`src/rtl/mcu_pkg.sv`:
```
// Shared definitions for the accumulator MCU control unit: opcodes, FSM encoding, acc-source codes, control word.
// Latency: n/a (declarations only).
// Backpressure: n/a.
package mcu_pkg;

  // Opcode map, IR[7:4]
  localparam logic [3:0] OP_NOP  = 4'h0;
  localparam logic [3:0] OP_ADD  = 4'h1;
  localparam logic [3:0] OP_SUB  = 4'h2;
  localparam logic [3:0] OP_AND  = 4'h3;
  localparam logic [3:0] OP_OR   = 4'h4;
  localparam logic [3:0] OP_XOR  = 4'h5;
  localparam logic [3:0] OP_NOT  = 4'h6;
  localparam logic [3:0] OP_SHL  = 4'h7;
  localparam logic [3:0] OP_SHR  = 4'h8;
  localparam logic [3:0] OP_MOVA = 4'h9;
  localparam logic [3:0] OP_MOVR = 4'hA;
  localparam logic [3:0] OP_LDI  = 4'hB;
  localparam logic [3:0] OP_JMP  = 4'hC;
  localparam logic [3:0] OP_JZ   = 4'hD;
  localparam logic [3:0] OP_JC   = 4'hE;
  localparam logic [3:0] OP_HALT = 4'hF;

  // FSM state encoding
  localparam logic [2:0] ST_INIT    = 3'd0;
  localparam logic [2:0] ST_FETCH   = 3'd1;
  localparam logic [2:0] ST_DECODE  = 3'd2;
  localparam logic [2:0] ST_EXECUTE = 3'd3;
  localparam logic [2:0] ST_HALT    = 3'd4;

  // Accumulator source select; bit 1 alone picks the ALU
  localparam logic [1:0] ACC_SRC_REG = 2'b00;
  localparam logic [1:0] ACC_SRC_IMM = 2'b01;
  localparam logic [1:0] ACC_SRC_ALU = 2'b10;

  // Raw per-opcode controls; the FSM qualifies them with state and flags
  typedef struct packed {
    logic       sel_pc;
    logic       load_pc;
    logic       jmp_on_z;   // load_pc only when Z is set
    logic       jmp_on_c;   // load_pc only when C is set
    logic       load_reg;
    logic       load_acc;
    logic [1:0] sel_acc;
    logic [3:0] sel_alu;
    logic       upd_flags;  // latch ALU Z/C at end of EXECUTE
    logic       halt;
  } ctrl_word_t;

endpackage

```
`src/rtl/mcu_op_decode.sv`:
```
// Pure combinational opcode to raw control word decode.
// Latency: 0 cycles (combinational).
// Backpressure: none; output is valid whenever opcode is.
module mcu_op_decode
  import mcu_pkg::*;
(
  input  logic [3:0] opcode,
  output ctrl_word_t cw
);

  // Map each opcode to its datapath controls; unlisted fields stay 0
  always_comb begin
    cw = '0;
    case (opcode)
      OP_ADD, OP_SUB, OP_AND, OP_OR, OP_XOR, OP_NOT, OP_SHL, OP_SHR: begin
        cw.sel_alu   = opcode;
        cw.sel_acc   = ACC_SRC_ALU;
        cw.load_acc  = 1'b1;
        cw.upd_flags = 1'b1;
      end
      OP_MOVA: begin
        cw.sel_acc  = ACC_SRC_REG;
        cw.load_acc = 1'b1;
      end
      OP_MOVR: cw.load_reg = 1'b1;
      OP_LDI: begin
        cw.sel_acc  = ACC_SRC_IMM;
        cw.load_acc = 1'b1;
      end
      OP_JMP: begin
        cw.sel_pc  = 1'b1;
        cw.load_pc = 1'b1;
      end
      OP_JZ: begin
        cw.sel_pc   = 1'b1;
        cw.load_pc  = 1'b1;
        cw.jmp_on_z = 1'b1;
      end
      OP_JC: begin
        cw.sel_pc   = 1'b1;
        cw.load_pc  = 1'b1;
        cw.jmp_on_c = 1'b1;
      end
      OP_HALT: cw.halt = 1'b1;
      default: cw = '0;
    endcase
  end

endmodule

```
`src/rtl/mcu_control_fsm.sv`:
```
// MCU control unit: FETCH/DECODE/EXECUTE sequencer, datapath strobes, Z/C flags; optional retire counter (MCU_CTRL_DEBUG_EN).
// Latency: 3 cycles per instruction; strobes are combinational from state + IR, flags update on the edge ending EXECUTE.
// Backpressure: none; only HALT stalls, released by the Resume level.
module mcu_control_fsm
  import mcu_pkg::*;
#(
  parameter int IR_W      = 8,
  parameter int ALU_SEL_W = 4,
  parameter int CNT_W     = 16
) (
  input  logic                 Clk,
  input  logic                 Reset,
  input  logic [IR_W-1:0]      IR,
  input  logic                 AluZero,
  input  logic                 AluCarry,
  input  logic                 Resume,
  output logic                 LoadIR,
  output logic                 IncPC,
  output logic                 SelPC,
  output logic                 LoadPC,
  output logic                 LoadReg,
  output logic                 LoadAcc,
  output logic [1:0]           SelAcc,
  output logic [ALU_SEL_W-1:0] SelALU,
  output logic                 ZeroFlag,
  output logic                 CarryFlag,
  output logic                 Halted
`ifdef MCU_CTRL_DEBUG_EN
  ,
  output logic [CNT_W-1:0]     RetireCnt
`endif
);

  logic [2:0] state_q, state_d;
  logic       zero_q, carry_q;
  ctrl_word_t cw;

  // Operand nibble is consumed by the datapath, not by the control unit
  logic ir_operand_unused;
  assign ir_operand_unused = ^IR[IR_W-5:0];

  mcu_op_decode u_op_decode (
    .opcode (IR[IR_W-1:IR_W-4]),
    .cw     (cw)
  );

  // Next-state: fixed 3-cycle instruction loop, HALT parks until Resume
  always_comb begin
    state_d = state_q;
    case (state_q)
      ST_INIT:    state_d = ST_FETCH;
      ST_FETCH:   state_d = ST_DECODE;
      ST_DECODE:  state_d = ST_EXECUTE;
      ST_EXECUTE: state_d = cw.halt ? ST_HALT : ST_FETCH;
      ST_HALT:    state_d = Resume ? ST_FETCH : ST_HALT;
      default:    state_d = ST_INIT;
    endcase
  end

  // State register; reset mid-instruction aborts back to INIT
  always_ff @(posedge Clk or negedge Reset) begin
    if (!Reset) state_q <= ST_INIT;
    else        state_q <= state_d;
  end

  // Strobes: FETCH loads IR and bumps PC, EXECUTE applies the decoded word.
  // SelPC follows the jump opcode even when a conditional jump is not taken;
  // with LoadPC low the PC mux select has no effect, so that jump is a NOP.
  always_comb begin
    LoadIR  = 1'b0;
    IncPC   = 1'b0;
    SelPC   = 1'b0;
    LoadPC  = 1'b0;
    LoadReg = 1'b0;
    LoadAcc = 1'b0;
    SelAcc  = ACC_SRC_REG;
    SelALU  = '0;
    Halted  = 1'b0;
    case (state_q)
      ST_FETCH: begin
        LoadIR = 1'b1;
        IncPC  = 1'b1;
      end
      ST_EXECUTE: begin
        SelPC   = cw.sel_pc;
        LoadPC  = cw.load_pc & (~cw.jmp_on_z | zero_q) & (~cw.jmp_on_c | carry_q);
        LoadReg = cw.load_reg;
        LoadAcc = cw.load_acc;
        SelAcc  = cw.sel_acc;
        SelALU  = ALU_SEL_W'(cw.sel_alu);
      end
      ST_HALT: Halted = 1'b1;
      default: ;
    endcase
  end

  // Status flags: captured only when an ALU op retires
  always_ff @(posedge Clk or negedge Reset) begin
    if (!Reset) begin
      zero_q  <= 1'b0;
      carry_q <= 1'b0;
    end else if (state_q == ST_EXECUTE && cw.upd_flags) begin
      zero_q  <= AluZero;
      carry_q <= AluCarry;
    end
  end

  assign ZeroFlag  = zero_q;
  assign CarryFlag = carry_q;

`ifdef MCU_CTRL_DEBUG_EN
  logic [CNT_W-1:0] retire_q;

  // Saturating retire count: one per EXECUTE exit, parked HALT cycles do not count
  always_ff @(posedge Clk or negedge Reset) begin
    if (!Reset)                                       retire_q <= '0;
    else if (state_q == ST_EXECUTE && retire_q != '1) retire_q <= retire_q + CNT_W'(1);
  end

  assign RetireCnt = retire_q;
`endif

endmodule
```
`config.mk`:
```
export PLATFORM = sky130hd
export DESIGN_NAME = mcu_control_fsm
export DESIGN_NICKNAME = d
export VERILOG_FILES = /design/src/rtl/mcu_pkg.sv /design/src/rtl/mcu_op_decode.sv /design/src/rtl/mcu_control_fsm.sv
export SDC_FILE = /design/constraint.sdc
export NUM_CORES = 1
export LEC_CHECK = 0
export CAP_MARGIN = 5
export CORE_AREA = 2 2 39 41
export DETAILED_ROUTE_END_ITERATION = 7
export DIE_AREA = 0 0 41 43
export DONT_BUFFER_PORTS = 1
export HOLD_SLACK_MARGIN = 0.08
export PLACE_DENSITY = 0.5
export SYNTH_ARGS = -nofsm -noshare
export SYNTH_HDL_FRONTEND = slang
export SYNTH_HIERARCHICAL = 1
export SYNTH_SLANG_ARGS = --single-unit
```
`constraint.sdc`:
```
create_clock -name Clk -period 3.1 [get_ports Clk]
set_clock_uncertainty 0.1 [all_clocks]
set_input_delay 0.465 -clock Clk [delete_from_list [all_inputs] [get_ports Clk]]
set_output_delay 0.465 -clock Clk [all_outputs]
set_load 0.005 [all_outputs]
```
### Yosys cells after proc, flatten, opt, wreduce, memory -nomap -nowiden

Index checks and enable logic that the tools add are counted.

| storage, ports and cells | value |
|---|---|
| bits of input ports | 13 |
| logic and storage cells | 50 |
| register bits | 5 |

| operators by class | value |
|---|---|
| bitwise operators | 6 |
| multiplexer cells | 18 |
| reductions and logical operators | 4 |
| eq/ne operators | 19 |

Operators with widths:

| operator | count |
|---|---|
| 4-bit == test, second input constant | 8 |
| 4-bit by 3-bit == test with 1-bit output, second input constant | 4 |
| 3-bit one-hot mux with 5 select lines | 1 |
| 1-bit two-way mux | 10 |
| 3-bit one-hot mux with 3 select lines | 1 |
| 4-bit by 2-bit == test with 1-bit output, second input constant | 2 |
| 8-bit OR reduction | 1 |
| 3-bit by 2-bit == test with 1-bit output, second input constant | 2 |
| 3-bit two-way mux | 2 |
| 5-bit two-way mux | 1 |
| 4-bit by 1-bit == test with 1-bit output, second input constant | 1 |
| 2-bit two-way mux | 2 |
| 4-bit two-way mux | 1 |
| 3-bit by 1-bit == test with 1-bit output, second input constant | 1 |
| 3-bit == test, second input constant | 1 |
| 3-bit logical NOT | 1 |
| 3-bit OR reduction | 1 |
| 1-bit bitwise AND | 2 |
| 1-bit NOT | 2 |
| 1-bit OR | 2 |
| 1-bit logical AND | 1 |

### Depth between registers and ports, before layout

Gate-level depths: netlist (run 1).

| logic depth | value |
|---|---|
| word-level depth | 7 |
| depth in mapped cells | 4 |
| gate-level depth less buffers | 4 |

### Hierarchy

The synthesis (run 1) kept the hierarchy.

Modules (own cells, without submodules):

| module | instances | area each (um^2) | cells each | sequential area each (um^2) |
|---|---|---|---|---|
| mcu_control_fsm | 1 | 321.6 | 32 | 125.1 |
| mcu_op_decode | 1 | 122.6 | 21 | 0.0 |

### Least setup slack after synthesis (run 1)

OpenSTA, ideal clock, no wires.

| timing | value |
|---|---|
| kind | input to output |
| from | in IR[5] |
| to | out LoadAcc |
| stages | 3 |
| slack | 1.323 ns |
| arrival | 1.212 ns |
| cell sequence | or4_1 o211a_1 and2_1 |

RTL lines:

| element | RTL line | source |
|---|---|---|
| start: declaration | mcu_control_fsm.sv:13 | `input logic [IR_W-1:0] IR,` |
| end: declaration | mcu_control_fsm.sv:22 | `output logic LoadAcc,` |

### Final worst setup path (run 1)

| timing | value |
|---|---|
| from | reg state_q[2] |
| to | out LoadPC |

| between the ends | value |
|---|---|
| word-level cells in the longest chain between the ends | 2 |

Ends and longest elaborated chain:

| element | RTL line | source |
|---|---|---|
| start: declaration | mcu_control_fsm.sv:34 | `logic [2:0] state_q, state_d;` |
| start signal: assignment | mcu_control_fsm.sv:63 | `else state_q <= state_d;` |
| 3-bit by 2-bit == test with 1-bit output | mcu_control_fsm.sv:79 | `case (state_q)` |
| 1-bit two-way mux | mcu_control_fsm.sv:79 |  |
| end: declaration | mcu_control_fsm.sv:20 | `output logic LoadPC,` |

No other way between the ends.

==> qor.txt, run 1 <==
========================================================================================================
Nets                                                                                                  68
Setup Crit Path Kind                                                                        flop to output pin
Syn Inst Count                                                                                        53
Final critical-path share of the clock period                                                      59.0%
Final wirelength                                                                                  847 um
Clock root buffer                                                                           sky130_fd_sc_hd__clkbuf_4
Post-route antenna net violation count                                                                 0
Placer's final routability congestion estimate                                                     0.584
Post-synthesis register bit count                                                                      5
Most common cell after layout, fill and taps aside                                          sky130_fd_sc_hd__and2_1
Worst hold endpoint                                                                         ZeroFlag$_DFFE_PN0P_
Endpoints failing setup                                                                                0
Tightest slew margin relative to the limit                                                         75.1%
Crit path max-delay family                                                                    flip-flops
Number of distinct library cell variants in the gate-level netlist after synthesis                    23
Fin util                                                                                           34.2%
Commonest cells after routing, fill and taps aside                                          9 x sky130_fd_sc_hd__and2_1, 5 x sky130_fd_sc_hd__dfrtp_1, 5 x sky130_fd_sc_hd__nor2_1
Global Route Usage Sum                                                                             11.7%
Fraction of final layout cells with drive strength greater than 1                                  13.0%
Core area                                                                                      1380 um^2
Dominant cells by area after synthesis                                                      sky130_fd_sc_hd__dfrtp_1 28%, sky130_fd_sc_hd__and2_1 13%, sky130_fd_sc_hd__mux2_4 6.8%, sky130_fd_sc_hd__buf_4 5.1%, sky130_fd_sc_hd__nor3b_1 5.1%
Latest clock arrival within the worst-skew pair                                                  0.24 ns
Number of flops mapped to enable cells by yosys                                                        0
Critical path, cell by cell                                                                 and3b_2 -> o2111a_1
Setup crit end kind                                                                           output pin
Average wire per cell in the routed design                                                       12.1 um
Vias per Instance                                                                                   5.01
Post-placement cell area                                                                        437 um^2
Number of buffers created by CTS                                                                       3
Path type of the worst min-delay path                                                       input pin to flop
Initial antenna violation count                                                                        0
DRC violations left                                                                                    0
Number of pins with negative max-slew slack in the final report                                        0
Area added between synthesis and finish                                                            6.48%
CTS tree                                                                                            done
Die Span X                                                                                         41 um
Yosys synthesis warning count                                                                          6
Crit path arrival time                                                                           1.26 ns
HPWL Detailed                                                                                     660 um
Setup total negative slack                                                                          0 ns
Vias post-DR                                                                                         351
Post-CTS setup buffer count                                                                            0
Clock tree buffer depth                                                                                2
Number of placed I/O pins                                                                             28
Num Clock Sinks                                                                                        5
Time the worst path needs with I/O delays and setup                                              1.83 ns
RSZ-0062 raised after global routing                                                                  no
Maximum fanout encountered on the critical timing path                                                12
Start of the worst register-to-register path                                                state_q[2]$_DFF_PN0_
Highest-delay cell along the critical path                                                  sky130_fd_sc_hd__dfrtp_1
Reported leakage power                                                                          0.201 nW
Logic depth of the worst register-to-register path                                                     3
Cell type with the largest total area after synthesis                                       sky130_fd_sc_hd__dfrtp_1
Via count of the first global-routing pass                                                           321
Max frequency                                                                                  0.547 GHz
Number of DRC markers after the initial detailed-route iteration                                       4
Launch instance of the worst min-delay path                                                      AluZero
IR drop worst, VDD                                                                              0.341 mV
Synth top area share                                                                               28.2%
Worst-Margin Slew                                                                               0.373 ns
Pin count of the biggest net entering global routing                                                  13
TritonRoute pass-1 iters                                                                               4
Required time at the worst-slack endpoint                                                        2.53 ns
Crit path launch type                                                                               flop
Syn avg cell area                                                                              8.38 um^2
Number of nets produced by synthesis                                                                  66
Post-CTS clock slew at the launch and capture registers of the worst setup and hold paths        0.04 ns
Top FF cell, synth                                                                          sky130_fd_sc_hd__dfrtp_1
Congestion Overflow GR                                                                                 0
Async S/R FF share, synth                                                                           100%
Inserted Diodes                                                                                        0
Max-cap violations                                                                                     0
Critical register-to-register path endpoint                                                 CarryFlag$_DFFE_PN0P_
Die height                                                                                         43 um
Final design instance area without fill                                                         473 um^2
Post-synthesis sequential area ratio                                                               28.2%
Total of buffers placed on input and output ports                                                      0
Run status                                                                                  complete, no violations
Number of rows created at floorplan                                                                   14
H-tree depth                                                                                           1
Initial Utilization                                                                                32.1%
Number of cells traversed by the worst hold path                                                       1
Buffers plus inverters on the worst setup path                                                         0
Power per standard cell area                                                                 699 nW/um^2
Global-route wire length before repair                                                           1360 um
Fin. Hold Viols                                                                                        0
Area of the mapped netlist                                                                      444 um^2
Area of the die                                                                                1760 um^2
Total Power Consumption                                                                         0.331 mW
Crit path largest cell delay                                                                     0.42 ns
R2r setup slk                                                                                    1.69 ns
========================================================================================================
per-stage QoR:
step	hold slack, ns	instances	worst slack [ns]
detailed placement	0.0695	65	1.30
floorplan	0.0694	53	1.32
CTS	0.267	70	1.24
global route	0.263	70	1.17
global placement	0.0695	65	1.30
finish	0.273	70	1.27
flip-flops by register name, summed over array words and instances (netlist names):
register,cells
CarryFlag,1
state_q,3
ZeroFlag,1
worst register-to-register path: cells and delay by family, from the launching register on:
kind / cells / cell delay [ns]
mux: 1 / 0.31
simple gates: 2 / 0.47
flops: 1 / 0.42
Yosys cell counts, types with 2 or more instances:
| master | count |
|---|---|
| sky130_fd_sc_hd__nor3_1 | 2 |
| sky130_fd_sc_hd__dfrtp_1 | 5 |
| sky130_fd_sc_hd__and2_1 | 9 |
| sky130_fd_sc_hd__buf_4 | 3 |
| sky130_fd_sc_hd__nand2b_1 | 2 |
| sky130_fd_sc_hd__inv_1 | 4 |
| sky130_fd_sc_hd__nand2_1 | 2 |
| sky130_fd_sc_hd__nor3b_1 | 3 |
| sky130_fd_sc_hd__xnor2_1 | 2 |
| sky130_fd_sc_hd__nor2_1 | 5 |
| sky130_fd_sc_hd__nor2b_1 | 3 |
| sky130_fd_sc_hd__mux2_4 | 2 |
final cells by class:
cell class / instances / area, um^2
inverter: 4 / 15.0
multi-input combinational: 40 / 277
timing repair buffer: 1 / 10.0
fill: 151 / 911
sequential: 5 / 125
clock buffer: 4 / 26.3
tap: 16 / 20.0
layer usage:
| metal | part of all wire (%) | global-route usage (%) | vias up |
|---|---|---|---|
| li1 | - | - | 174 |
| met1 | 39 | 15.9 | 159 |
| met4 | 2.2 | 10.0 | 0 |
| met3 | 11 | 1.57 | 2 |
| met5 | 0 | 0 | - |
| met2 | 48 | 15.3 | 16 |
cells by family (layout without fill, tap and decap cells):
logic type / count (synthesis) / in the layout / synth area share (%)
AND/OR/NAND/NOR: 30 / 30 / 40.0
buffers and inverters: 8 / 9 / 9.58
flip-flops: 5 / 5 / 28.2
XOR/XNOR: 2 / 2 / 3.94
multiplexers: 2 / 2 / 6.76
AO/OA/AOI/OAI: 6 / 6 / 11.5
worst max path at each step:
| stage | slack [ns] | start | end | cells past startpoint |
|---|---|---|---|---|
| after floorplan | 1.32 | IR[5] | LoadAcc | 3 |
| after CTS | 1.24 | state_q[2]$_DFF_PN0_ | LoadPC | 2 |
| final | 1.27 | state_q[2]$_DFF_PN0_ | LoadPC | 2 |
| after detailed placement | 1.30 | IR[5] | LoadAcc | 3 |
| after global placement | 1.30 | IR[5] | LoadAcc | 3 |
| after global routing | 1.17 | state_q[2]$_DFF_PN0_ | LoadPC | 2 |
power breakdown:
part | internal [mW] | switching (mW)
Sequential | 0.0937 | 0.0329
Clock | 0.0487 | 0.0269
Combinational | 0.0680 | 0.0607
Total | 0.210 | 0.120
timing repair:
action | 4_1_cts | 5_1_grt
endpoints found under the hold margin | 5 | 0
resized for setup | 0 | 0
hold buffers | 1 | 0
(Power assumes the default switching activity.)
==> inputs of run 2 (changes only) <==
Settings changed: PLACE_DENSITY 0.5 to 0.52.
Clock period 3.1 ns to 1.6 ns, I/O delays scaled along.
==> qor.txt, run 2 (same netlist as run 1, synthesis figures left out) <==
========================================================================================================
Power per standard cell area                                                                1320 nW/um^2   +89%
Clock root buffer                                                                           sky130_fd_sc_hd__clkbuf_4
Number of rows created at floorplan                                                                   14   unchanged
Post-route antenna net violation count                                                                 0   unchanged
RSZ-0062 raised after global routing                                                                  no
R2r setup slk                                                                                    0.25 ns   -1.44 ns
Vias per Instance                                                                                   5.01   about the same
Final design instance area without fill                                                         504 um^2   +6.6%
Number of placed I/O pins                                                                             28   unchanged
Area added between synthesis and finish                                                            13.5%
Global-route wire length before repair                                                           1470 um   +8.1%
Post-CTS clock slew at the launch and capture registers of the worst setup and hold paths        0.04 ns   about the same
Max-cap violations                                                                                     0   unchanged
Flip-flop count of the largest register, all copies and words added                                    3   unchanged
Filler cells                                                                                         158   +4.6%
DRC violations left                                                                                    0   unchanged
Die Span X                                                                                         41 um   unchanged
Number of buffers created by CTS                                                                       3   unchanged
Pin count of the biggest net entering global routing                                                   9   -4
Register bank with the most flops                                                                state_q
Total of buffers placed on input and output ports                                                      0   unchanged
Worst-Margin Slew                                                                               0.394 ns   +0.0206 ns
Setup crit end kind                                                                           output pin
Number of pins with negative max-slew slack in the final report                                        0   unchanged
Via count of the first global-routing pass                                                           314   -2.2%
Global Route Usage Sum                                                                             12.7%   +1.1 points
IR drop worst, VDD                                                                              0.562 mV   +65%
Die height                                                                                         43 um   unchanged
Crit path arrival time                                                                           1.18 ns   -0.08 ns
Time the worst path needs with I/O delays and setup                                              1.52 ns
Setup Crit Path Kind                                                                        flop to output pin
Latest clock arrival within the worst-skew pair                                                  0.24 ns   about the same
Fraction of final layout cells with drive strength greater than 1                                  15.8%   +2.8 points
Final wirelength                                                                                  940 um   +11%
Congestion Overflow GR                                                                                 0   unchanged
HPWL Detailed                                                                                     656 um   -0.67%
Final critical-path share of the clock period                                                      95.3%
Max frequency                                                                                  0.656 GHz
Vias post-DR                                                                                         366   +4.3%
H-tree depth                                                                                           1   unchanged
Number of DRC markers after the initial detailed-route iteration                                       4   unchanged
Crit path launch type                                                                               flop
Post-placement cell area                                                                        437 um^2   unchanged
Placer's final routability congestion estimate                                                     0.652   +12%
Initial antenna violation count                                                                        0   unchanged
Area occupied by registers                                                                      126 um^2   +1.0%
Setup total negative slack                                                                          0 ns   unchanged
TritonRoute pass-1 iters                                                                               2   -2
Endpoints failing setup                                                                                0   unchanged
CTS tree                                                                                            done
Area of the die                                                                                1760 um^2   unchanged
Most common cell after layout, fill and taps aside                                          sky130_fd_sc_hd__and2_1
Reported leakage power                                                                          0.212 nW   +5.8%
Maximum fanout encountered on the critical timing path                                                 7   -5
Post-CTS setup buffer count                                                                            0   unchanged
Commonest cells after routing, fill and taps aside                                          9 x sky130_fd_sc_hd__and2_1, 5 x sky130_fd_sc_hd__nor2_1, 4 x sky130_fd_sc_hd__dfrtp_1, 4 x sky130_fd_sc_hd__inv_1
Inserted Diodes                                                                                        0   unchanged
Tightest slew margin relative to the limit                                                         73.7%   -1.4 points
Core area                                                                                      1380 um^2   unchanged
Average wire per cell in the routed design                                                       12.9 um   +6.4%
Fin. Hold Viols                                                                                        0   unchanged
Required time at the worst-slack endpoint                                                        1.26 ns   -1.27 ns
Run status                                                                                  complete, no violations
Clock tree buffer depth                                                                                2   unchanged
Num Clock Sinks                                                                                        5   unchanged
Initial Utilization                                                                                32.1%   unchanged
Path type of the worst min-delay path                                                       input pin to flop
Area of the multi-input gates                                                                   287 um^2   +3.6%
Nets                                                                                                  71   +4.4%
========================================================================================================
[run 2: changes by cell type in the layout (fill, tap and decap cells not counted)]
cell                            previous run  this run
sky130_fd_sc_hd__dfrtp_2                   0         1
sky130_fd_sc_hd__dfrtp_1                   5         4
sky130_fd_sc_hd__dlygate4sd3_1             1         3
sky130_fd_sc_hd__and3b_2                   1         2
[run 2: timing repair]
item / in CTS / in global routing
hold buffers: 3 / 0
gates resized for setup: 0 / 2
cloned: 1 / 0
hold endpoints to repair: 7 / 0
setup endpoints to repair: 1 / 5
[run 2: layer usage]
metal / global-route usage (%) / vias up / wire length (um)
met2: 18.4 / 15 / 435
li1: - / 186 / -
met4: 8.00 / 0 / 10
met3: 5.24 / 2 / 76
met1: 14.8 / 163 / 417
met5: 0 / - / 0
[run 2: area by class of cell]
type,instances,share of cell area (%)
multi-input combinational,41,56.8
sequential,5,25.1
timing repair buffer,3,5.96
clock buffer,4,5.21
tap,16,3.97
inverter,4,2.98
[run 2: final timing paths]
check | to | cells past startpoint | startpoint
setup / recovery | LoadPC | 2 | state_q[2]$_DFF_PN0_
setup reg to reg | ZeroFlag$_DFFE_PN0P_ | 3 | state_q[2]$_DFF_PN0_
max in group asynchronous | state_q[2]$_DFF_PN0_ | 1 | Reset
hold reg to reg | state_q[1]$_DFF_PN0_ | 1 | state_q[2]$_DFF_PN0_
hold / removal | state_q[2]$_DFF_PN0_ | 2 | Resume
min in group asynchronous | CarryFlag$_DFFE_PN0P_ | 1 | Reset
[run 2: power by group]
part	total [mW]	leakage [nW]	switching, mW	internal [mW]
sequential	0.252	0.0584	0.0707	0.182
combinational	0.270	0.139	0.124	0.146
clock	0.143	0.0150	0.0490	0.0941
[run 2: metrics by stage]
stage / worst slack, ns / cells / power, mW / utilization, % / hold WS [ns]
finish: 0.0754 / 73 / 0.665 / 36.4 / 0.107
global route: 0.00159 / 73 / 0.730 / 36.4 / 0.102
CTS: 0.0379 / 73 / 0.677 / 36.3 / 0.0975
detailed placement: 0.204 / 65 / 0.497 / 31.6 / -0.155
global placement: 0.196 / 65 / 0.491 / 31.6 / -0.155
floorplan: 0.271 / 53 / 0.482 / - / -0.156
[run 2: worst max-delay path, stage by stage, from the launching register on]
cell,delay [ns]
sky130_fd_sc_hd__dfrtp_2,0.43
sky130_fd_sc_hd__and3b_2,0.30
sky130_fd_sc_hd__o2111a_1,0.22
